--- src/rtl/uart_mmio_fifo.sv ---
// Memory-mapped UART with TX/RX FIFOs, a runtime baud divisor, optional even parity
// and a registered level interrupt. Registers: 0 DATA, 1 STATUS, 2 CTRL, 3 DIV.
module uart_mmio_fifo #(
    parameter int CLKS_PER_BIT = 115,
    parameter int FIFO_DEPTH   = 8,
    parameter bit PARITY_EN    = 1'b0,
    parameter int STOP_BITS    = 1
) (
    input  logic        iCLK,
    input  logic        iRST,
    input  logic        iMEM,
    input  logic        iRW,
    input  logic [1:0]  iADDR,
    input  logic [31:0] iWDATA,
    output logic [31:0] oRDATA,
    output logic        oTX_Serial,
    input  logic        iRX_Serial,
    output logic        oIRQ
);
    localparam int AW = $clog2(FIFO_DEPTH);
    localparam int PW = AW + 1;
    localparam logic [15:0] DIV_RST = 16'(CLKS_PER_BIT);

    typedef enum logic [2:0] {S_IDLE, S_START, S_DATA, S_PAR, S_STOP} state_t;

    function automatic logic [7:0] sat_cnt(input logic [PW-1:0] c);
        logic [31:0] w;
        w = 32'(c);
        return (w > 32'd255) ? 8'hFF : w[7:0];
    endfunction

    logic        wr_data, wr_stat, wr_ctrl, wr_div, rd_data;
    logic [4:0]  ctrl_q, ctrl_d;
    logic [15:0] div_q, div_d;
    logic [3:0]  flags_q, flags_d;
    logic [31:0] rdata_q, rdata_d, status;
    logic        irq_q, irq_d;
    logic        unused_wdata;

    logic [7:0]    tx_mem [FIFO_DEPTH];
    logic [PW-1:0] tx_wp_q, tx_wp_d, tx_rp_q, tx_rp_d, tx_cnt;
    logic          tx_full, tx_empty, tx_push, tx_pop, tx_flush, tx_ovf_set;
    logic [7:0]    tx_head;

    logic [7:0]    rx_mem [FIFO_DEPTH];
    logic [PW-1:0] rx_wp_q, rx_wp_d, rx_rp_q, rx_rp_d, rx_cnt;
    logic          rx_full, rx_empty, rx_push, rx_push_req, rx_pop, rx_flush, rx_ovf_set;
    logic [7:0]    rx_head;

    state_t      tx_state_q;
    logic [15:0] tx_cnt_q, tx_div_q;
    logic [7:0]  tx_shift_q;
    logic [2:0]  tx_bit_q;
    logic        tx_par_q, tx_stop_q, tx_line_q, tx_last, tx_stop_done, tx_busy;

    state_t      rx_state_q;
    logic [15:0] rx_cnt_q, rx_div_q, rx_half;
    logic [7:0]  rx_shift_q;
    logic [2:0]  rx_bit_q;
    logic        rx_s1_q, rx_s2_q, rx_prev_q, rx_par_q;
    logic        rx_last, rx_stop_smp, rx_par_bad, frame_err_set, par_err_set;

    assign wr_data  = iMEM & ~iRW & (iADDR == 2'd0);
    assign wr_stat  = iMEM & ~iRW & (iADDR == 2'd1);
    assign wr_ctrl  = iMEM & ~iRW & (iADDR == 2'd2);
    assign wr_div   = iMEM & ~iRW & (iADDR == 2'd3);
    assign rd_data  = iMEM &  iRW & (iADDR == 2'd0);
    assign unused_wdata = ^iWDATA[31:16];

    assign tx_full    = (tx_wp_q[AW] != tx_rp_q[AW]) && (tx_wp_q[AW-1:0] == tx_rp_q[AW-1:0]);
    assign tx_empty   = (tx_wp_q == tx_rp_q);
    assign tx_cnt     = tx_wp_q - tx_rp_q;
    assign tx_head    = tx_mem[tx_rp_q[AW-1:0]];
    assign tx_flush   = wr_ctrl & iWDATA[5];
    assign tx_push    = wr_data & (~tx_full | tx_pop);
    assign tx_ovf_set = wr_data & tx_full & ~tx_pop;

    assign rx_full    = (rx_wp_q[AW] != rx_rp_q[AW]) && (rx_wp_q[AW-1:0] == rx_rp_q[AW-1:0]);
    assign rx_empty   = (rx_wp_q == rx_rp_q);
    assign rx_cnt     = rx_wp_q - rx_rp_q;
    assign rx_head    = rx_mem[rx_rp_q[AW-1:0]];
    assign rx_flush   = wr_ctrl & iWDATA[6];
    assign rx_pop     = rd_data & ~rx_empty;
    assign rx_push    = rx_push_req & (~rx_full | rx_pop);
    assign rx_ovf_set = rx_push_req & rx_full & ~rx_pop;

    // A new frame may start straight out of the last stop bit, so back-to-back bytes have no gap.
    assign tx_last      = (tx_cnt_q == tx_div_q - 16'd1);
    assign tx_stop_done = (tx_state_q == S_STOP) && tx_last && (tx_stop_q == 1'(STOP_BITS - 1));
    assign tx_busy      = (tx_state_q != S_IDLE);
    assign tx_pop       = ctrl_q[0] & ~tx_empty & ((tx_state_q == S_IDLE) | tx_stop_done);

    assign rx_last       = (rx_cnt_q == rx_div_q - 16'd1);
    assign rx_half       = (rx_div_q >> 1) - 16'd1;
    assign rx_stop_smp   = (rx_state_q == S_STOP) && rx_last;
    assign rx_par_bad    = PARITY_EN && (rx_par_q != ^rx_shift_q);
    assign frame_err_set = rx_stop_smp & ~rx_s2_q;
    assign par_err_set   = rx_stop_smp & rx_s2_q & rx_par_bad;
    assign rx_push_req   = rx_stop_smp & rx_s2_q & ~rx_par_bad;

    assign status = {sat_cnt(tx_cnt), sat_cnt(rx_cnt), 7'b0, flags_q,
                     tx_busy, rx_empty, rx_full, tx_empty, tx_full};

    always_comb begin
        tx_wp_d = tx_wp_q + PW'(tx_push);
        tx_rp_d = tx_flush ? tx_wp_q : tx_rp_q + PW'(tx_pop);
        rx_wp_d = rx_flush ? rx_wp_q : rx_wp_q + PW'(rx_push);
        rx_rp_d = rx_flush ? rx_wp_q : rx_rp_q + PW'(rx_pop);
    end

    always_comb begin
        ctrl_d  = ctrl_q;
        div_d   = div_q;
        flags_d = flags_q;
        rdata_d = rdata_q;
        if (wr_ctrl) ctrl_d = iWDATA[4:0];
        if (wr_div)  div_d  = (iWDATA[15:0] < 16'd4) ? 16'd4 : iWDATA[15:0];
        if (wr_stat) flags_d = flags_q & ~iWDATA[8:5];
        flags_d = flags_d | {tx_ovf_set, par_err_set, frame_err_set, rx_ovf_set};
        if (iMEM && iRW) begin
            case (iADDR)
                2'd0:    rdata_d = {24'b0, rx_empty ? 8'h00 : rx_head};
                2'd1:    rdata_d = status;
                2'd2:    rdata_d = {27'b0, ctrl_q};
                default: rdata_d = {16'b0, div_q};
            endcase
        end
        irq_d = (ctrl_q[2] & ~rx_empty) | (ctrl_q[3] & tx_empty & ~tx_busy) | (ctrl_q[4] & |flags_q);
    end

    always_ff @(posedge iCLK) begin
        if (!iRST) begin
            ctrl_q  <= '0;
            div_q   <= DIV_RST;
            flags_q <= '0;
            rdata_q <= '0;
            irq_q   <= 1'b0;
            tx_wp_q <= '0;
            tx_rp_q <= '0;
            rx_wp_q <= '0;
            rx_rp_q <= '0;
        end else begin
            ctrl_q  <= ctrl_d;
            div_q   <= div_d;
            flags_q <= flags_d;
            rdata_q <= rdata_d;
            irq_q   <= irq_d;
            tx_wp_q <= tx_wp_d;
            tx_rp_q <= tx_rp_d;
            rx_wp_q <= rx_wp_d;
            rx_rp_q <= rx_rp_d;
        end
    end

    always_ff @(posedge iCLK) begin
        if (tx_push) tx_mem[tx_wp_q[AW-1:0]] <= iWDATA[7:0];
        if (rx_push) rx_mem[rx_wp_q[AW-1:0]] <= rx_shift_q;
    end

    always_ff @(posedge iCLK) begin
        if (!iRST) begin
            tx_state_q <= S_IDLE;
            tx_line_q  <= 1'b1;
            tx_cnt_q   <= '0;
            tx_div_q   <= DIV_RST;
            tx_bit_q   <= '0;
            tx_stop_q  <= 1'b0;
        end else if (tx_pop) begin
            tx_state_q <= S_START;
            tx_line_q  <= 1'b0;
            tx_cnt_q   <= '0;
            tx_div_q   <= div_q;
            tx_shift_q <= tx_head;
            tx_par_q   <= ^tx_head;
        end else if (tx_state_q != S_IDLE) begin
            if (!tx_last) begin
                tx_cnt_q <= tx_cnt_q + 16'd1;
            end else begin
                tx_cnt_q <= '0;
                case (tx_state_q)
                    S_START: begin
                        tx_state_q <= S_DATA;
                        tx_line_q  <= tx_shift_q[0];
                        tx_bit_q   <= '0;
                    end
                    S_DATA: begin
                        if (tx_bit_q == 3'd7) begin
                            tx_state_q <= PARITY_EN ? S_PAR : S_STOP;
                            tx_line_q  <= PARITY_EN ? tx_par_q : 1'b1;
                            tx_stop_q  <= 1'b0;
                        end else begin
                            tx_bit_q   <= tx_bit_q + 3'd1;
                            tx_shift_q <= tx_shift_q >> 1;
                            tx_line_q  <= tx_shift_q[1];
                        end
                    end
                    S_PAR: begin
                        tx_state_q <= S_STOP;
                        tx_line_q  <= 1'b1;
                        tx_stop_q  <= 1'b0;
                    end
                    S_STOP: begin
                        if (tx_stop_q != 1'(STOP_BITS - 1)) tx_stop_q <= tx_stop_q + 1'b1;
                        else                                tx_state_q <= S_IDLE;
                    end
                    default: tx_state_q <= S_IDLE;
                endcase
            end
        end
    end

    // Start bit is confirmed at mid-bit; later bits are sampled one divisor period apart.
    always_ff @(posedge iCLK) begin
        if (!iRST) begin
            rx_s1_q    <= 1'b1;
            rx_s2_q    <= 1'b1;
            rx_prev_q  <= 1'b1;
            rx_state_q <= S_IDLE;
            rx_cnt_q   <= '0;
            rx_div_q   <= DIV_RST;
            rx_bit_q   <= '0;
        end else begin
            rx_s1_q   <= iRX_Serial;
            rx_s2_q   <= rx_s1_q;
            rx_prev_q <= rx_s2_q;
            case (rx_state_q)
                S_IDLE: begin
                    if (ctrl_q[1] && rx_prev_q && !rx_s2_q) begin
                        rx_state_q <= S_START;
                        rx_cnt_q   <= 16'd1;
                        rx_div_q   <= div_q;
                    end
                end
                S_START: begin
                    if (rx_cnt_q == rx_half) begin
                        rx_cnt_q   <= '0;
                        rx_bit_q   <= '0;
                        rx_state_q <= rx_s2_q ? S_IDLE : S_DATA;
                    end else begin
                        rx_cnt_q <= rx_cnt_q + 16'd1;
                    end
                end
                S_DATA: begin
                    if (rx_last) begin
                        rx_cnt_q   <= '0;
                        rx_shift_q <= {rx_s2_q, rx_shift_q[7:1]};
                        rx_bit_q   <= rx_bit_q + 3'd1;
                        if (rx_bit_q == 3'd7) rx_state_q <= PARITY_EN ? S_PAR : S_STOP;
                    end else begin
                        rx_cnt_q <= rx_cnt_q + 16'd1;
                    end
                end
                S_PAR: begin
                    if (rx_last) begin
                        rx_cnt_q   <= '0;
                        rx_par_q   <= rx_s2_q;
                        rx_state_q <= S_STOP;
                    end else begin
                        rx_cnt_q <= rx_cnt_q + 16'd1;
                    end
                end
                S_STOP: begin
                    if (rx_last) rx_state_q <= S_IDLE;
                    else         rx_cnt_q   <= rx_cnt_q + 16'd1;
                end
                default: rx_state_q <= S_IDLE;
            endcase
        end
    end

    assign oRDATA     = rdata_q;
    assign oTX_Serial = tx_line_q;
    assign oIRQ       = irq_q;
endmodule

--- config.mk ---
export PLATFORM = sky130hd
export DESIGN_NAME = uart_mmio_fifo
export DESIGN_NICKNAME = d
export VERILOG_FILES = /design/src/rtl/uart_mmio_fifo.sv
export SDC_FILE = /design/constraint.sdc
export NUM_CORES = 1
export LEC_CHECK = 0
export ABC_AREA = 1
export CORE_MARGIN = 8
export CORE_UTILIZATION = 50
export CTS_CLUSTER_SIZE = 8
export DETAILED_ROUTE_END_ITERATION = 8
export GPL_TIMING_DRIVEN = 0
export PLACE_DENSITY = 0.76
export SYNTH_ARGS = -nofsm -noshare
export SYNTH_HDL_FRONTEND = slang
export SYNTH_SLANG_ARGS = --single-unit
--- constraint.sdc ---
create_clock -name iCLK -period 9.1 [get_ports iCLK]
set_input_delay 1.365 -clock iCLK [delete_from_list [all_inputs] [get_ports iCLK]]
set_output_delay 1.365 -clock iCLK [all_outputs]
set_load 0.03 [all_outputs]
==> qor.txt <==
run status - finished, final reports clean
CP max FO - 10
yosys warns - 0
post-CTS setup buffers - 0
Post-Syn Area per Cell - 8.38 um2
CTS clk-pin slew, worst paths - 0.05 ns
All-Layer GR Usage - 22.2%
chip width - 187 um
EDFF count, synth - 144
Slew @ Worst Pin - 1.37 ns
pin count of the biggest net entering global routing - 12
FILL cells - 2541
minimum clock period - 4.77 ns
areal power density over the cells - 186 nW/um2
vias in the first global route - 12200
clock sinks - 290
Critical Path Sink Type - register
Pint - 2340 uW
Core ar. - 28900 um2
DRT Pass-1 Iters - 6
Max Cap Violations - 0
DRC viols - 0
initial DRC count - 1400
Crit path required time - 9.22 ns
Hold Vio Cnt, Final - 0
RSZ-0062 raised after global routing - false
number of cell rows - 62
post-route ant nets - 0
Largest stage delay, worst path - 1.05 ns
slew margin rel. - 8.27%
Avg WL per Cell - 17.8 um
area of the multi-input gates - 6520 um2
post-synth cell types - 57
WS Path Type - register to register
Slowest cell on crit path - nor3_1
hold crit path type - register to register
Synth top cells by count - nand2_1 (313), nor2_1 (253), inv_1 (152)
largest cells by area after synthesis - edfxtp_1 (29%), dfxtp_1 (20%), nand2_1 (8.0%)
area post-placement - 15700 um2
combinational power share - 9.8%
post_cts resized - 0
Starting Density - 50.9%
Final Core Density - 58.5%
Synth top area share - 29.4%
upper clock frequency limit - 210 MHz
register share of total power - 44.9%
Design Power - 3130 uW
Sw Ratio - 25.4%
Seq/Total Area, Yosys - 49.3%
fin area - 16900 um2
hpwl dp - 28900 um
setup_tns - 0 ns
P_leak - 0.00665 uW
Seq cells post-synth - 290
arrival time at the worst endpoint - 4.89 ns
hold_buf cts - 0
sequential cell area - 7250 um2
Synth area leader - edfxtp_1
Setup crit start kind - register
CTS Buffer Depth - 3
Placer Congestion - 0.946
worst-skew pair later-pin latency - 0.53 ns
setup violators final - 0
Antenna Cells - 0
Top-Level Pins - 73
via count - 12700
Die Ht - 187 um
Post-Syn Instances - 1754
share of layout cells above drive strength 1 - 7.35%
CTS Buf Count - 42
full die area - 35100 um2
PortBufs - 47
CP cell instances - clkbuf_1 > inv_1 > clkbuf_1 > ha_1 > inv_1 > nor4_1 > nor2_1 > inv_1 > o21ai_0 > inv_1 > nor2_4 > nand2_2 > nor3_1
area grow syn2layout - 14.9%
Final Cycle Share - 52.4%
FFs w/ async S/R, synth - 0%
top_reg_cell synth - dfxtp_1
power share of the clock group - 45.3%
skew final - 0.0277 ns
CTS tree - built
Slew Limit Fails - 0
sw power - 795 uW
Post-Syn Area - 14700 um2
global route overflow - 0
most frequent cell after synthesis - nand2_1
routed wire length - 40300 um
routed vias/inst - 5.60
peak supply drop - 181 uV
Final #Nets - 1917
first-pass GRT wire length - 64000 um
initial antenna violation count - 0
clock root cell - clkbuf_16
Most common cell on crit path - inv_1
H-tree depth - 2
[per-stage QoR]
stage / instances / setup WS (ns) / hold slack [ns]
after global placement: 2192 / 4.18 / 0.396
after floorplan: 1761 / 5.76 / 0.393
after CTS: 2261 / 4.31 / 0.420
final: 2262 / 4.33 / 0.424
after detailed placement: 2192 / 4.11 / 0.404
after global routing: 2262 / 4.09 / 0.438
[layout by cell type (no fill, tap or decap), types with 6 or more instances in the layout]
cell	instances
a21oi_1	69
a21oi_2	10
a22oi_1	8
buf_2	10
buf_4	12
clkbuf_1	66
clkbuf_16	42
clkdlybuf4s50_1	47
conb_1	8
dfxtp_1	146
edfxtp_1	144
ha_1	23
inv_1	152
nand2_1	313
nand2_2	16
nand2_4	6
nand3_1	130
nand3b_1	6
nand4_1	17
nor2_1	253
nor2_4	10
nor3_1	26
nor4_1	12
o21ai_0	149
o21ai_1	6
o221ai_1	21
o22ai_1	12
xnor2_1	30
xor2_1	58
[power by group through the flow]
stage / combinational, uW / clock [uW] / sequential (uW)
after floorplan: 212 / 0 / 1430
after global placement: 292 / 0 / 1430
after detailed placement: 299 / 0 / 1430
after CTS: 304 / 1430 / 1410
after global routing: 333 / 1490 / 1410
final: 307 / 1420 / 1410
[layer usage]
metal | track usage, % | up-vias | wire (um)
li1 | - | 6099 | -
met3 | 4.01 | 99 | 3160
met4 | 8.15 | 0 | 1150
met5 | 0 | - | 0
met1 | 28.5 | 5955 | 16900
met2 | 36.9 | 519 | 19100
[final timing paths]
check,from,endpoint,slack [ns],depth (start not counted)
worst min-delay path,rx_s1_q,rx_s2_q,0.42,1
worst max-delay path,rx_rp_q[2],rx_mem[3][6],4.33,13
worst max register to register,rx_rp_q[2],rx_mem[3][6],4.33,13
worst min register to register,rx_s1_q,rx_s2_q,0.42,1
[kinds of logic after synthesis]
family	share of synthesized area (%)
fa+ha+maj	2.23
xor+xnor	5.36
buf+inv	6.62
compound gates	11.8
other cells	0.0255
simple gates	24.7
flops	49.3
[critical path, delay by kind of cell (launching register included)]
kind	cells	cell delay, ns
buf+inv	6	1.25
simple gates	5	2.14
fa+ha+maj	1	0.41
flops	1	0.31
compound gates	1	0.22
[sequential cells by signal, summed over array words and instances, names as in the netlist, 5 cells and up]
name and count:
rx_mem 64, tx_mem 64, oRDATA 24, div_q 16
rx_cnt_q 16, rx_div_q 16, tx_cnt_q 16, tx_div_q 16
rx_shift_q 8, tx_shift_q 8, ctrl_q 5
[cell type report]
cell class                      count  area share [%]
Buffer                             73            2.19
Inverter                          160            3.56
Tap cell                          384            2.85
Multi-Input combinational cell   1238            38.6
Clock inverter                      3           0.259
Timing Repair Buffer               48            2.83
Clock buffer                       66            6.82
Sequential cell                   290            42.9
Note: power is estimated with default switching activity, not from simulation.
